==> src/rtl/as_slave_bpi.sv <==
// Wishbone classic slave BPI: window decode, programmable wait states, one-cycle core strobe, registered read data.
// Latency: ack in cycle n+2+wait_states after stb is first sampled; one transfer per 3+wait_states cycles.
// Backpressure: none toward the core; the master is held off by withholding ack, and dropping cyc aborts the transfer.
//
// Ports:
//   clk_i, rst_i (async active-low)
//   wb_s_*  : Wishbone slave side (addr, dat in/out, we, sel, stb, cyc, ack)
//   core_*  : local side (offset addr, captured write data/sel, wr/rd strobes, combinational read data in)
module as_slave_bpi #(
  parameter int                    addr_width  = 64,
  parameter int                    data_width  = 64,
  parameter logic [addr_width-1:0] base_addr   = 64'h0000_0000_0000_1000,
  parameter logic [addr_width-1:0] addr_mask   = 64'h0000_0000_0000_0FFF,
  parameter int                    wait_states = 0
) (
  input  logic                    clk_i,
  input  logic                    rst_i,
  input  logic [addr_width-1:0]   wb_s_addr_i,
  input  logic [data_width-1:0]   wb_s_dat_i,
  output logic [data_width-1:0]   wb_s_dat_o,
  input  logic                    wb_s_we_i,
  input  logic [data_width/8-1:0] wb_s_sel_i,
  input  logic                    wb_s_stb_i,
  input  logic                    wb_s_cyc_i,
  output logic                    wb_s_ack_o,
  output logic [addr_width-1:0]   core_addr_o,
  output logic [data_width-1:0]   core_dat_o,
  output logic [data_width/8-1:0] core_sel_o,
  output logic                    core_wr_o,
  output logic                    core_rd_o,
  input  logic [data_width-1:0]   core_dat_i
);

  localparam int sel_width = data_width / 8;
  // Counter is loaded with wait_states-1 so that WAIT lasts exactly wait_states cycles.
  localparam logic [3:0] ws_load = (wait_states > 0) ? 4'(wait_states - 1) : 4'd0;

  typedef enum logic [1:0] {
    S_IDLE,
    S_WAIT,
    S_ACCESS,
    S_ACK
  } state_t;

  state_t                 r_state;
  state_t                 w_next;
  logic [3:0]             r_cnt;
  logic                   r_we;
  logic [addr_width-1:0]  r_addr;
  logic [data_width-1:0]  r_dat;
  logic [sel_width-1:0]   r_sel;
  logic [data_width-1:0]  r_rdat;

  logic                   w_req;
  logic                   w_access;
  logic [data_width-1:0]  w_lane_mask;

  assign w_req    = wb_s_cyc_i & wb_s_stb_i & ((wb_s_addr_i & ~addr_mask) == base_addr);
  assign w_access = (r_state == S_ACCESS);

  // Unselected byte lanes of read data are returned as zero.
  always_comb begin
    w_lane_mask = '0;
    for (int i = 0; i < sel_width; i++) begin
      w_lane_mask[i*8 +: 8] = {8{r_sel[i]}};
    end
  end

  always_ff @(posedge clk_i or negedge rst_i) begin
    if (!rst_i) begin
      r_state <= S_IDLE;
    end else begin
      r_state <= w_next;
    end
  end

  always_comb begin
    w_next = r_state;
    case (r_state)
      S_IDLE: begin
        if (w_req) begin
          if (wait_states > 0) w_next = S_WAIT;
          else                 w_next = S_ACCESS;
        end
      end
      S_WAIT: begin
        if (!wb_s_cyc_i)        w_next = S_IDLE;
        else if (r_cnt == 4'd0) w_next = S_ACCESS;
      end
      S_ACCESS: w_next = wb_s_cyc_i ? S_ACK : S_IDLE;
      S_ACK:    w_next = S_IDLE;
      default:  w_next = S_IDLE;
    endcase
  end

  always_ff @(posedge clk_i or negedge rst_i) begin
    if (!rst_i) begin
      r_cnt  <= 4'd0;
      r_we   <= 1'b0;
      r_addr <= '0;
      r_dat  <= '0;
      r_sel  <= '0;
      r_rdat <= '0;
    end else begin
      if (r_state == S_IDLE && w_req) begin
        r_cnt  <= ws_load;
        r_we   <= wb_s_we_i;
        r_addr <= wb_s_addr_i & addr_mask;
        r_dat  <= wb_s_dat_i;
        r_sel  <= wb_s_sel_i;
      end else if (r_state == S_WAIT && r_cnt != 4'd0) begin
        r_cnt <= r_cnt - 4'd1;
      end
      // Read data is only sampled when the read strobe actually fired.
      if (w_access && !r_we && wb_s_cyc_i) begin
        r_rdat <= core_dat_i & w_lane_mask;
      end
    end
  end

  // Strobes and ack are decoded from the state register and qualified by the
  // live bus, so they drop the instant the master or reset withdraws.
  assign core_wr_o   = w_access &  r_we & wb_s_cyc_i;
  assign core_rd_o   = w_access & ~r_we & wb_s_cyc_i;
  assign wb_s_ack_o  = (r_state == S_ACK) & wb_s_cyc_i & wb_s_stb_i;
  assign wb_s_dat_o  = r_rdat;
  assign core_addr_o = r_addr;
  assign core_dat_o  = r_dat;
  assign core_sel_o  = r_sel;

endmodule

==> config.mk <==
export PLATFORM = sky130hd
export DESIGN_NAME = as_slave_bpi
export DESIGN_NICKNAME = d
export VERILOG_FILES = /design/src/rtl/as_slave_bpi.sv
export SDC_FILE = /design/constraint.sdc
export NUM_CORES = 1
export LEC_CHECK = 0
export ABC_AREA = 1
export CAP_MARGIN = 15
export CORE_AREA = 10 10 151 153
export CTS_CLUSTER_SIZE = 30
export DETAILED_ROUTE_END_ITERATION = 10
export DIE_AREA = 0 0 161 163
export HOLD_SLACK_MARGIN = 0.15
export PLACE_DENSITY = 0.76
export SETUP_SLACK_MARGIN = 0.02
export SLEW_MARGIN = 10
export SYNTH_ARGS = -nofsm -noshare
export SYNTH_HDL_FRONTEND = slang
export SYNTH_SLANG_ARGS = --single-unit
==> constraint.sdc <==
create_clock -name clk_i -period 1.7 [get_ports clk_i]
set_input_delay 0.255 -clock clk_i [delete_from_list [all_inputs] [get_ports clk_i]]
set_output_delay 0.255 -clock clk_i [all_outputs]
set_load 0.01 [all_outputs]
* Word level (Yosys, flattened, before mapping)
Index checks and enable logic that the tools add are counted. Widths: inputs -> output; s select.
Storage, ports and cells: register bits 155, input port bits 205, output and inout bits 203, word-level logic and storage cells 41
Operators by class: add/sub/neg operators 1, equal/unequal tests 6, muxes and demuxes 7, bitwise gates (word level) 10, reductions and logical operators 10
Operators with widths (count):
- $and 64x64->64 | 1
- $eq 52x1->1 const B | 1
- $and 1x1->1 | 8
- $mux 2 | 4
- $mux 4 | 2
- $pmux 2 s4 | 1
- $eq 2x2->1 const B | 2
- $logic_and 1x1->1 | 4
- $logic_not 4->1 | 1
- $reduce_bool 4->1 | 1
- $sub 4x1->4 const B | 1
- $ne 3x3->1 const B | 1
- $eq 2x1->1 const B | 1
- $logic_not 2->1 | 1
- $ne 2x2->1 const B | 1
- $reduce_and 2->1 | 1
- $reduce_bool 2->1 | 1
- $logic_not 1->1 | 1
- $not 1->1 | 1

* Longest topological paths before layout
word-level depth 4, mapped depth 10, depth with buffers taken out 9

* Least setup slack after synthesis
OpenSTA, ideal clock, no wires.
path kind reg2reg, start register r_state[1], end register r_dat[0] (netlist: core_dat_o[0]), setup time 66 ps, data arrival time 1365 ps, required time 1634 ps, slack 269 ps, stages on the path, launching flop included 6, buffers on the path 2, period minus slack after synthesis 1431 ps, cell sequence dfrtp_1 nor2_2 clkbuf_1 clkbuf_1 nand4_1 nand2_1
Between the ends: word-level cells in the longest chain between the ends 2
RTL lines:
- start: declaration | line 45 | state_t r_state;
- start signal: assignment | line 73 | r_state <= w_next;
- $logic_not 2->1 | line 105 | if (r_state == S_IDLE && w_req) begin
- $logic_and 1x1->1 | line 105
- end signal: assignment | line 109 | r_dat <= wb_s_dat_i;
- end: declaration | line 50 | logic [data_width-1:0] r_dat;
Every way passes these cells. A chain may end at the register's enable or synchronous reset.

* Final worst setup path
start register r_sel[6] (netlist: core_sel_o[6]), end output port core_sel_o[6]
RTL lines:
- start: declaration | line 51 | logic [sel_width-1:0] r_sel;
- start signal: assignment | line 110 | r_sel <= wb_s_sel_i;
- end: declaration | line 28 | output logic [data_width/8-1:0] core_sel_o,
No word-level cell between the ends.

==> flow_summary.json <==
{
  "status": "finished, final reports clean",
  "drv_slew": 0,
  "crit_required_ns": 1.44,
  "h-tree-depth": 4,
  "fin_crit_sh_pct": 95.9,
  "relSlewSlack_pct": 60.0,
  "synth-edff-count": 0,
  "post-dp-hpwl_mm": 20.7,
  "hold_violations": 0,
  "fin_crit_ns": 1.63,
  "clock-sinks": 155,
  "crit_buf_inv": 1,
  "hp-class": "in2async",
  "critical_path_class": "reg2out",
  "synth-seq-cells": 155,
  "fmax_ghz": 0.613,
  "fin_nets": 1375,
  "hold_slack_ns": 0.318,
  "reg2reg_slack_ns": 0.24,
  "via_per_inst": 4.84,
  "place_worst_setup_slack_ns": -0.285,
  "syn_avg_cell_area_um2": 8.61,
  "post-route-drc-count": 0,
  "post-synth-top-count-cell": "nand2_1",
  "antennaDiodeCount": 0,
  "vdd_drop_max_mv": 0.547,
  "cp_slowest_cell": "clkdlybuf4s50_1",
  "placed_cell_area_um2": 11000,
  "cts_buffers": 17,
  "ys_top_cells_by_area": "dfrtp_1 (55%), nand2_1 (14%), nand4_1 (7.7%), buf_4 (5.7%), nand3_1 (4.6%)",
  "seq_area_frac_synth_pct": 55.4,
  "ys_top_cells_by_count": "nand2_1 (263), dfrtp_1 (155), nand4_1 (86)",
  "path_max_fanout": 2,
  "dieArea_um2": 26200,
  "firstDrtPassIters": 5,
  "synth_warnings": 0,
  "grt_use_total_pct": 20.1,
  "leakagePower_nw": 5.76,
  "cts_tree": "built",
  "arrival_ns": 1.38,
  "power_density_nw_per_um2": 723,
  "rsz0062_at_grt": "no",
  "grt_max_degree": 63,
  "ant_nets": 0,
  "die_y_um": 163,
  "die_x_um": 161,
  "final_area_um2": 11600,
  "overflow": 0,
  "cts_setup_buffers": 0,
  "synth_cell_types": 21,
  "worst_pin_slew_ns": 0.600,
  "syn_area_um2": 7010,
  "drive_above_1_share_pct": 7.62,
  "grt_pass1_vias": 7231,
  "nFillCells": 1743,
  "cts_root_buf": "clkbuf_16",
  "timing.final.ws_setup_ns": 0.0696,
  "pin_count": 408,
  "final_util_pct": 58.3,
  "start_kind": "flip-flop",
  "yosysTopAreaCell": "dfrtp_1",
  "path_delay_family": "buffers and inverters",
  "port_buffers": 355,
  "drt-initial-drc-count": 448,
  "vias": 7024,
  "max-cap-violations": 0,
  "worst_path_largest_cell_delay_ns": 0.59,
  "crit_chain": "clkdlybuf4s50_1",
  "clock_latency_ns": 0.42,
  "routed_wl_mm": 27.3,
  "start_util_pct": 35.2,
  "grt_pass1_wl_mm": 41.9,
  "fin_skew_ns": 0.0104,
  "gp_congestion": 0.820,
  "async_reset_ff_share_pct": 100,
  "synth_cells": 814,
  "setup_viol": 0,
  "grt_antenna_before_repair": 0,
  "synth_top_area_share_pct": 55.4,
  "synthFlopType": "dfrtp_1",
  "area_delta_synth_final_pct": 65.7,
  "num_rows": 52,
  "clkSlewWorstSetupHoldPaths_ns": 0.07,
  "coreArea_um2": 19900,
  "cts.path.max_buffers": 2,
  "critPathCaptureType": "output pin",
  "routedWlPerCell_um": 18.8
}
[cells by family (layout without fill, tap and decap cells)]
kind of cell | after synthesis | after routing | share of synthesized area (%)
adders and majority gates | 2 | 2 | 0.357
buffers and inverters | 130 | 446 | 10.2
and+or+nand+nor | 456 | 456 | 28.9
other | 1 | 52 | 0.0535
xor gates and xnor gates | 3 | 3 | 0.375
DFF | 155 | 155 | 55.4
AOI/OAI and AO/OA | 67 | 67 | 4.82
[worst paths after layout]
path / start / end / cells past startpoint
max in group asynchronous: rst_i / r_state[1]$_DFFE_PN0P_ / 3
max: core_sel_o[6]$_DFFE_PN0P_ / core_sel_o[6] / 1
min: rst_i / wb_s_dat_o[39]$_DFFE_PN0P_ / 2
max reg2reg: r_state[1]$_DFFE_PN0P_ / wb_s_dat_o[3]$_DFFE_PN0P_ / 4
min in group clk_i: wb_s_cyc_i / r_state[0]$_DFFE_PN0P_ / 3
min reg2reg: core_addr_o[9]$_DFFE_PN0P_ / core_addr_o[9]$_DFFE_PN0P_ / 2
[cells in the final DEF (no fill, tap or decap), types with 2 or more instances in the layout]
| cell type | instances |
|---|---|
| dfrtp_2 | 2 |
| clkinv_4 | 2 |
| ha_1 | 2 |
| clkbuf_16 | 17 |
| conb_1 | 52 |
| dfrtp_1 | 153 |
| bufinv_16 | 3 |
| nand4_1 | 86 |
| nand2_1 | 263 |
| buf_12 | 14 |
| clkdlybuf4s50_1 | 345 |
| nand3_1 | 64 |
| inv_8 | 2 |
| nor2_4 | 4 |
| inv_2 | 2 |
| inv_6 | 5 |
| nand3_4 | 2 |
| dlymetal6s2s_1 | 3 |
| buf_4 | 31 |
| nor2_1 | 37 |
| o21ai_0 | 65 |
| buf_2 | 2 |
| inv_1 | 11 |
| xnor2_1 | 2 |
| dlygate4sd2_1 | 3 |
[state kept, by name, indices dropped and copies added (netlist names)]
| name | count |
|---|---|
| r_state | 2 |
| core_dat_o | 64 |
| wb_s_dat_o | 64 |
| r_cnt | 4 |
| core_sel_o | 8 |
| core_addr_o | 12 |
| r_we | 1 |
[worst reg2reg max path: cells and delay by family, from the launching register on]
kind                   cells  cell delay [ns]
AO/OA/AOI/OAI              1             0.22
buffers and inverters      1             0.49
flip-flops                 1             0.45
AND/OR/NAND/NOR            2             0.24
[metal layers]
layer / track usage, % / up-vias / share of wire, % / routed length, µm
met1: 22.8 / 3374 / 39 / 10700
met3: 8.65 / 27 / 10 / 2770
met2: 33.7 / 310 / 49 / 13400
met5: 0 / - / 0 / 0
met4: 6.16 / 0 / 1.8 / 483
li1: - / 3313 / - / -
[what timing repair did]
item                       in CTS  in global routing
hold endpoints to repair      155                  0
pin swaps                       0                  1
hold buffers                    1                  0
resized for setup              12                  8
setup endpoints to repair       5                  6
[stage by stage]
step	setup TNS (ns)	power [mW]	instances
after floorplan	0	3.91	865
after global placement	-27.00	4.40	1418
after detailed placement	-27.64	4.41	1418
after CTS	-0.0183	8.50	1451
after global routing	0	8.69	1451
final	0	8.39	1451
[power by group]
part	switching [mW]	internal [mW]	total (mW)
Combinational	0.219	0.433	0.652
Sequential	0.0000000000896	3.69	3.69
Clock	1.68	2.38	4.05
[layout make-up]
class                      instances  area (µm²)  area share, %
clock buffer                      18         429           3.70
clock inverter                    14         198           1.70
inverter                          13        48.8          0.420
multi-input combinational        580        2650           22.8
sequential                       155        3880           33.4
tap                              270         338           2.91
timing repair buffer             401        4070           35.0
Power figures use the tool's default switching activity.
